## src/rtl/nn_pkg.sv

```systemverilog
// nn_pkg: constants, score vector type and FSM state shared by the network layers.
package nn_pkg;
    localparam int CLASS_NB   = 10;
    localparam int DATA_WIDTH = 16;
    typedef logic signed [DATA_WIDTH-1:0] score_vec_t [CLASS_NB];
    typedef enum logic [1:0] {IDLE, SCAN, HOLD} state_t;
endpackage

```

## src/rtl/argmax_classifier_if.sv

```systemverilog
// argmax_classifier_if: score-vector input and classification result handshake.
interface argmax_classifier_if #(
    parameter int CLASS_NB = nn_pkg::CLASS_NB,
    parameter int WIDTH    = nn_pkg::DATA_WIDTH,
    parameter int IDX_W    = $clog2(CLASS_NB)
);
    logic signed [WIDTH-1:0] in_data [CLASS_NB];
    logic                    in_valid;
    logic                    in_ready;
    logic [IDX_W-1:0]        out_class;
    logic signed [WIDTH-1:0] out_score;
    logic [WIDTH-1:0]        out_margin;
    logic                    out_valid;
    logic                    out_ready;
    modport master (output in_data, in_valid, out_ready,
                    input  in_ready, out_class, out_score, out_margin, out_valid);
    modport slave  (input  in_data, in_valid, out_ready,
                    output in_ready, out_class, out_score, out_margin, out_valid);
endinterface

```

## src/rtl/argmax_classifier.sv

```systemverilog
// argmax_classifier: captures a score vector, scans it one element per cycle and
// reports the winning class, its score and the margin over the runner-up.
module argmax_classifier
    import nn_pkg::*;
#(
    parameter int CLASS_NB = nn_pkg::CLASS_NB,
    parameter int WIDTH    = nn_pkg::DATA_WIDTH,
    parameter int IDX_W    = $clog2(CLASS_NB)
) (
    input logic                clk,
    input logic                reset,
    argmax_classifier_if.slave bus
);
    localparam logic signed [WIDTH-1:0] MOST_NEG = {1'b1, {(WIDTH-1){1'b0}}};
    state_t                  state_q;
    logic [IDX_W-1:0]        idx_q, best_idx_q, best_idx_d, class_q;
    logic signed [WIDTH-1:0] buf_q [CLASS_NB];
    logic signed [WIDTH-1:0] best_q, best_d, second_q, second_d, x, score_q;
    logic signed [WIDTH:0]   diff;
    logic [WIDTH-1:0]        margin_d, margin_q;
    logic                    gt_best, valid_q;
    // Strict compare keeps the lower index on ties; the equal score becomes runner-up.
    always_comb begin
        x          = buf_q[idx_q];
        gt_best    = x > best_q;
        best_d     = gt_best ? x : best_q;
        best_idx_d = gt_best ? idx_q : best_idx_q;
        second_d   = gt_best ? best_q : (x > second_q ? x : second_q);
        diff       = {best_d[WIDTH-1], best_d} - {second_d[WIDTH-1], second_d};
        margin_d   = diff[WIDTH] ? '0 : diff[WIDTH-1:0];
    end
    always_ff @(posedge clk) begin
        if (state_q == IDLE && bus.in_valid) buf_q <= bus.in_data;
    end
    always_ff @(posedge clk or posedge reset) begin
        if (reset) begin
            state_q    <= IDLE;
            idx_q      <= '0;
            best_q     <= '0;
            best_idx_q <= '0;
            second_q   <= '0;
            class_q    <= '0;
            score_q    <= '0;
            margin_q   <= '0;
            valid_q    <= 1'b0;
        end else begin
            case (state_q)
                IDLE: if (bus.in_valid) begin
                    best_q     <= bus.in_data[0];
                    best_idx_q <= '0;
                    second_q   <= MOST_NEG;
                    idx_q      <= IDX_W'(1);
                    state_q    <= SCAN;
                end
                SCAN: begin
                    best_q     <= best_d;
                    best_idx_q <= best_idx_d;
                    second_q   <= second_d;
                    idx_q      <= idx_q + IDX_W'(1);
                    if (idx_q == IDX_W'(CLASS_NB - 1)) begin
                        class_q <= best_idx_d;
                        score_q <= best_d;
                        margin_q <= margin_d;
                        valid_q <= 1'b1;
                        state_q <= HOLD;
                    end
                end
                HOLD: if (bus.out_ready) begin
                    valid_q <= 1'b0;
                    idx_q   <= '0;
                    state_q <= IDLE;
                end
                default: state_q <= IDLE;
            endcase
        end
    end
    assign bus.in_ready   = (state_q == IDLE) & ~reset;
    assign bus.out_class  = class_q;
    assign bus.out_score  = score_q;
    assign bus.out_margin = margin_q;
    assign bus.out_valid  = valid_q;
endmodule
```

## src/flat_wrapper.sv

```systemverilog
// flat-port wrapper written by rule: the top's interface ports become plain ports
module argmax_classifier_flat import nn_pkg::*;
#(
    parameter int CLASS_NB = nn_pkg::CLASS_NB,
    parameter int WIDTH    = nn_pkg::DATA_WIDTH,
    parameter int IDX_W    = $clog2(CLASS_NB)
)
  (clk, reset, bus_in_data, bus_in_valid, bus_out_ready, bus_in_ready, bus_out_class, bus_out_score, bus_out_margin, bus_out_valid);
  argmax_classifier_if #(.CLASS_NB(CLASS_NB), .WIDTH(WIDTH), .IDX_W(IDX_W)) bus_i ();
  input logic clk;
  input logic reset;
  input wire logic [$bits(bus_i.in_data)-1:0] bus_in_data;
  input wire logic [$bits(bus_i.in_valid)-1:0] bus_in_valid;
  input wire logic [$bits(bus_i.out_ready)-1:0] bus_out_ready;
  output wire logic [$bits(bus_i.in_ready)-1:0] bus_in_ready;
  output wire logic [$bits(bus_i.out_class)-1:0] bus_out_class;
  output wire logic [$bits(bus_i.out_score)-1:0] bus_out_score;
  output wire logic [$bits(bus_i.out_margin)-1:0] bus_out_margin;
  output wire logic [$bits(bus_i.out_valid)-1:0] bus_out_valid;
  assign bus_i.in_data = {>>{bus_in_data}};
  assign bus_i.in_valid = bus_in_valid;
  assign bus_i.out_ready = bus_out_ready;
  assign bus_in_ready = bus_i.in_ready;
  assign bus_out_class = bus_i.out_class;
  assign bus_out_score = bus_i.out_score;
  assign bus_out_margin = bus_i.out_margin;
  assign bus_out_valid = bus_i.out_valid;
  argmax_classifier #(.CLASS_NB(CLASS_NB), .WIDTH(WIDTH), .IDX_W(IDX_W)) u_core (.clk(clk), .reset(reset), .bus(bus_i));
endmodule
```

## config.mk

```make
export PLATFORM = sky130hd
export DESIGN_NAME = argmax_classifier_flat
export DESIGN_NICKNAME = d
export VERILOG_FILES = /design/src/rtl/nn_pkg.sv /design/src/rtl/argmax_classifier_if.sv /design/src/rtl/argmax_classifier.sv /design/src/flat_wrapper.sv
export SDC_FILE = /design/constraint.sdc
export NUM_CORES = 1
export LEC_CHECK = 0
export ABC_AREA = 1
export CAP_MARGIN = 20
export CORE_MARGIN = 10
export CORE_UTILIZATION = 40
export DETAILED_ROUTE_END_ITERATION = 7
export GPL_ROUTABILITY_DRIVEN = 0
export SLEW_MARGIN = 20
export SYNTH_ARGS = -nofsm -noshare
export SYNTH_HDL_FRONTEND = slang
export SYNTH_SLANG_ARGS = --single-unit
```

## constraint.sdc

```tcl
create_clock -name clk -period 6.9 [get_ports clk]
set_clock_uncertainty 0.2 [all_clocks]
set_input_delay 1.725 -clock clk [delete_from_list [all_inputs] [get_ports clk]]
set_output_delay 1.725 -clock clk [all_outputs]
set_load 0.1 [all_outputs]
```

==> Word-level counts from Yosys, hierarchy flattened <==
Index checks and enable logic that the tools add are counted.
{ "totals": {"input_bits": 164, "reg_bits": 239} }
{ "op_classes": {"bitwise_logic": 3, "add_sub_neg": 2, "reduce_logical": 10, "order_cmp": 3, "eq_ne": 6, "muxes": 24} }
{ "ops": {"columns": ["operator", "n"], "rows": [
  ["2-to-1 mux 16 bit", 8],
  ["binary-select mux 16 bit (select 4 bit)", 1],
  ["one-hot mux 16 bit (2 select lines)", 2],
  ["greater-than comparator 16 bit", 2],
  ["subtractor 16 x 16 -> 17 bit", 1],
  ["2-to-1 mux 4 bit", 4],
  ["one-hot mux 4 bit (3 select lines)", 1],
  ["AND reduction 3 bit", 3],
  ["one-hot mux 4 bit (2 select lines)", 1],
  ["2-to-1 mux 2 bit", 3],
  ["one-hot mux 2 bit (3 select lines)", 1],
  ["greater-or-equal comparator 5 bit (second input constant)", 1],
  ["inverter 4 -> 5 bit", 1],
  ["adder 4 x 1 -> 4 bit (second input constant)", 1],
  ["equality test 4 bit (second input constant)", 1],
  ["!= test 2 bit (second input constant)", 2],
  ["AND reduction 2 bit", 2],
  ["nonzero test 2 bit", 2],
  ["nonzero test 3 bit", 1],
  ["equality test 2 x 1 -> 1 bit (second input constant)", 1],
  ["equality test 2 bit (second input constant)", 1],
  ["logical NOT 2 bit", 1],
  ["2-to-1 mux 1 bit", 2],
  ["!= test 2 x 1 -> 1 bit (second input constant)", 1],
  ["4 further kinds", 4]
]} }

==> Logic depth before layout (Yosys ltp) <==
{ "depth": {"word_depth": 9, "depth_mapped": 40, "depth_no_buf": 35} }

==> Least setup slack after synthesis <==
OpenSTA, ideal clock, no wires.
{ "synth_path": {"path_type": "input -> register", "start": "input port bus_in_valid", "end": "register u_core.buf_q[0] (netlist name) (enable)", "arrival_time_ns": 4.891, "required_time_ns": 6.187, "setup_ns": 0.513, "path_stages": 2, "path_buffers": 0, "setup_slack_ns": 1.296, "path_cell_list": "nand2_1 inv_1"} }
{ "synth_via": {"elab_chain_cells": 1} }
{ "synth_rtl": {"columns": ["item", "line_no", "rtl"], "rows": [
  ["start, declared", "flat_wrapper.sv:13", "input wire logic [$bits(bus_i.in_valid)-1:0] bus_in_valid;"],
  ["logical AND 1 bit", "argmax_classifier.sv:33", "if (state_q == IDLE && bus.in_valid) buf_q <= bus.in_data;"],
  ["end signal, assigned", "argmax_classifier.sv:33", null],
  ["end, declared", "argmax_classifier.sv:17", "logic signed [WIDTH-1:0] buf_q [CLASS_NB];"]
]} }
Every way passes these cells.
A chain may end at the register's enable or synchronous reset.

==> Worst setup path after layout <==
{ "layout_path": {"start": "register u_core.idx_q[0]", "end": "register u_core.margin_q[10] (netlist: u_core.bus.out_margin[10])"} }
{ "layout_via": {"elab_cells_between_ends": 13, "cone_classes": "add/sub: 1; order compare: 2; eq/ne: 1; mux: 7; bitwise: 1; reduce/logical: 1"} }
{ "layout_lines": {"columns": ["item", "line_no", "rtl"], "rows": [
  ["start, declared", "argmax_classifier.sv:16", "logic [IDX_W-1:0] idx_q, best_idx_q, best_idx_d, class_q;"],
  ["start signal, assigned", "argmax_classifier.sv:59", "idx_q <= idx_q + IDX_W'(1);"],
  ["inverter 4 -> 5 bit (not written as such) (*)", "argmax_classifier.sv:24", "x = buf_q[idx_q];"],
  ["binary-select mux 16 bit (select 4 bit) (*)", "argmax_classifier.sv:24", null],
  ["2-to-1 mux 16 bit (not written as such) (*) (2 in a row)", "argmax_classifier.sv:24", null],
  ["greater-than comparator 16 bit", "argmax_classifier.sv:25", "gt_best = x > best_q;"],
  ["2-to-1 mux 16 bit (*)", "argmax_classifier.sv:26", "best_d = gt_best ? x : best_q;"],
  ["net u_core.best_d[10]", "argmax_classifier.sv:18", "logic signed [WIDTH-1:0] best_q, best_d, second_q, second_d, x, score_q;"],
  ["subtractor 16 x 16 -> 17 bit (*)", "argmax_classifier.sv:29", "diff = {best_d[WIDTH-1], best_d} - {second_d[WIDTH-1], second_d};"],
  ["2-to-1 mux 16 bit (*)", "argmax_classifier.sv:30", "margin_d = diff[WIDTH] ? '0 : diff[WIDTH-1:0];"],
  ["end signal, assigned", "argmax_classifier.sv:63", "margin_q <= margin_d;"],
  ["end, declared", "argmax_classifier.sv:20", "logic [WIDTH-1:0] margin_d, margin_q;"]
]} }
Mark *: on every way through the listed nets, which the timed path passes. The rest lies on a longest branch. The select of a mux whose other input is x is not followed.

==> reports/qor.yml <==
cts:
  clockRootBuffer: "clkbuf_16"
  clk_latency_ns: 0.56
  cts_buffers: 27
  hold_buffers: 0
  clkTransAtPathRegs_ns: 0.07
  cts_resized: 0
  clock-sinks: 239
  cts_buffer_depth: 3
  cts_setup_buffers: 0
  cts_tree: "yes"
  h-tree-depth: 1
sta:
  rsz0062_at_grt: "false"
  worst_slack_ns: 0.762
  max_freq_ghz: 0.163
  worst_slew_pin_slew_ns: 1.02
  slew_viol_final: 0
  hold_violations: 0
  finalSetupViolations: 0
  relSlewSlack: 0.316
  min_period_ns: 6.14
  min_period_over_period: 0.890
  tns_ns: 0
synthesis:
  synthCells: 1353
  avgSynthCellArea_um2: 9.08
  ys_seq_elements: 239
  ys_seq_area_frac: 0.552
  synth_commonest_cells: "nand2_1, edfxtp_1, inv_1"
  synthTopCellsByArea: "edfxtp_1, dfrtp_1, nand2_1, ha_1, o21ai_0"
  synth_cell_type_count: 42
  yosys.area.top_type_share: 0.391
  yosysTopAreaCell: "edfxtp_1"
  yosysWarnings: 0
  yosysMostFrequentCell: "nand2_1"
  syn_nets: 1564
  syn_area_um2: 12300
  async_flop_share: 0.331
  ys.flop_type: "edfxtp_1"
  synth-edff-count: 160
worst_setup_path:
  criticalPathCategory: "reg2reg"
  path_buf_inv: 3
  critPathLaunchType: "flip-flop"
  crit_chain: "buf_4, o21ai_0, o221ai_1, a32o_1, ha_1, a21oi_1, o21ai_0, a21oi_1, nand3_2, nand3_4, inv_4, o21ai_0, ha_1, nand2_1, inv_1, nand2_1, nand2_1, a21oi_1, nand3_2, nand2_4, nand3_1, nand2_1"
  cp_top_family: "compound AO/OA/AOI/OAI gates"
  rr_startpoint: "u_core.idx_q[0]$_DFFE_PP0P_"
  cp_common_cell: "nand2_1"
  crit_required_ns: 7.19
  critPathCaptureType: "flip-flop"
  r2r_cells: 22
  worstPathArrival_ns: 6.42
  cp_slowest_cell: "buf_4"
  rrSetupSlack_ns: 0.76
  crit_fanout: 86
  max_stage_delay_ns: 0.70
  reg2reg_to: "u_core.bus.out_margin[10]$_DFFE_PP0P_"
drt:
  vias: 10100
  detail-route-antenna-nets: 0
  vias_per_cell: 5.16
  drt_pass1_iterations: 6
  wl_per_cell_um: 18.1
  wl_um: 35300
  drc: 0
  drtIter0Drc: 717
floorplanning:
  rows: 64
  start_util: 0.404
  pin_count: 202
  core-area_um2: 30400
  die_area_um2: 38100
  die_y_um: 195
  die_x_um: 195
worst_hold_path:
  hp-class: "reg2reg"
  hold_start: "u_core.bus.out_margin[9]$_DFFE_PP0P_"
  min_to: "u_core.bus.out_margin[9]$_DFFE_PP0P_"
  min_path_cells: 2
global_routing:
  grt_pass1_wl_um: 55800
  grt_usage: 0.179
  overflow: 0
  antenna_found_initial: 1
  grt_max_degree: 87
  grt_pass1_vias: 10000
outcome:
  status: "completed"
flow_run:
  drv_cap: 0
placed_design:
  pre_cts_slack_ns: 0.863
  portBuffers: 201
  dp_hpwl_um: 25600
layout:
  drive_above_1_share: 0.0604
  area_growth_pct: 26.0
  final_nets: 1747
## final cells by class
cell class,instances,area (um2)
inverter,142,541
antenna,1,2.50
multi-input combinational,909,4710
fill,2874,14900
clock buffer,37,743
clock inverter,12,67.6
sequential,239,6790
tap,396,495
timing repair buffer,217,2140
## flip-flops by register name, summed over array words and instances, names as in the netlist
register / cells
u_core.best_q: 16
u_core.bus.out_score: 16
u_core.state_q: 2
u_core.buf_q: 160
u_core.second_q: 16
u_core.bus.out_valid: 1
u_core.idx_q: 4
u_core.best_idx_q: 4
u_core.bus.out_margin: 16
u_core.bus.out_class: 4
## through the flow
step / std cells / instance area, um2 / utilization / hold WS, ns
3_5_place_dp: 1903 / 14700 / 0.482 / 0.266
2_1_floorplan: 1353 / 12300 / - / 0.269
6_report: 1953 / 15500 / 0.509 / 0.282
3_3_place_gp: 1903 / 14700 / 0.482 / 0.263
4_1_cts: 1952 / 15500 / 0.509 / 0.283
5_1_grt: 1952 / 15500 / 0.509 / 0.303
## tightest hold or removal path, delay by kind of cell, from the launching register on
kind          cells  cell delay [ns]
flops             1             0.35
simple gates      2             0.10
## cell usage in the layout (no fill, tap or decap), drive strengths merged, types with 2 or more instances in the layout
cell type      count
nor3b              2
o22ai             35
clkdlybuf4s50    201
o31ai              2
clkbuf            37
inv              143
ha                46
xnor2              2
dfrtp             79
nand4             32
nand2            380
o211ai             5
xor2               7
o221ai            15
nor3               5
nor2              93
a21oi             40
edfxtp           160
a32o               6
o21ai            117
nand3            112
clkinv            11
buf               16
o21a               2
o21bai             2
## metal layers
layer  part of all wire  up-vias  routed length, um  track usage
met2               0.45      315              15900        0.277
met4              0.018        0                629       0.0376
met3              0.073       41               2570       0.0457
met5                  0        -                  0            0
met1               0.46     4752              16200        0.247
li1                   -     4974                  -            -
## how the worst max path moves through the flow
stage                                            from                               endpoint  depth (start not counted)
after floorplan                          bus_in_valid              u_core.buf_q[0]$_DFFE_PP_                          2
after global placement    u_core.idx_q[0]$_DFFE_PP0P_  u_core.bus.out_margin[12]$_DFFE_PP0P_                         23
after detailed placement  u_core.idx_q[0]$_DFFE_PP0P_  u_core.bus.out_margin[10]$_DFFE_PP0P_                         23
after CTS                 u_core.idx_q[0]$_DFFE_PP0P_  u_core.bus.out_margin[10]$_DFFE_PP0P_                         22
after global routing      u_core.idx_q[0]$_DFFE_PP0P_  u_core.bus.out_margin[13]$_DFFE_PP0P_                         22
final                     u_core.idx_q[0]$_DFFE_PP0P_  u_core.bus.out_margin[10]$_DFFE_PP0P_                         22
## kinds of logic after synthesis
group | Yosys count | synth area share
compound gates | 226 | 0.105
xor+xnor | 9 | 0.00641
fa+ha+maj | 47 | 0.0485
buf+inv | 205 | 0.0660
flops | 239 | 0.552
simple gates | 627 | 0.222
Power is not shown: default switching activity piles up to over one toggle a cycle in this logic, so the estimate is an artifact.
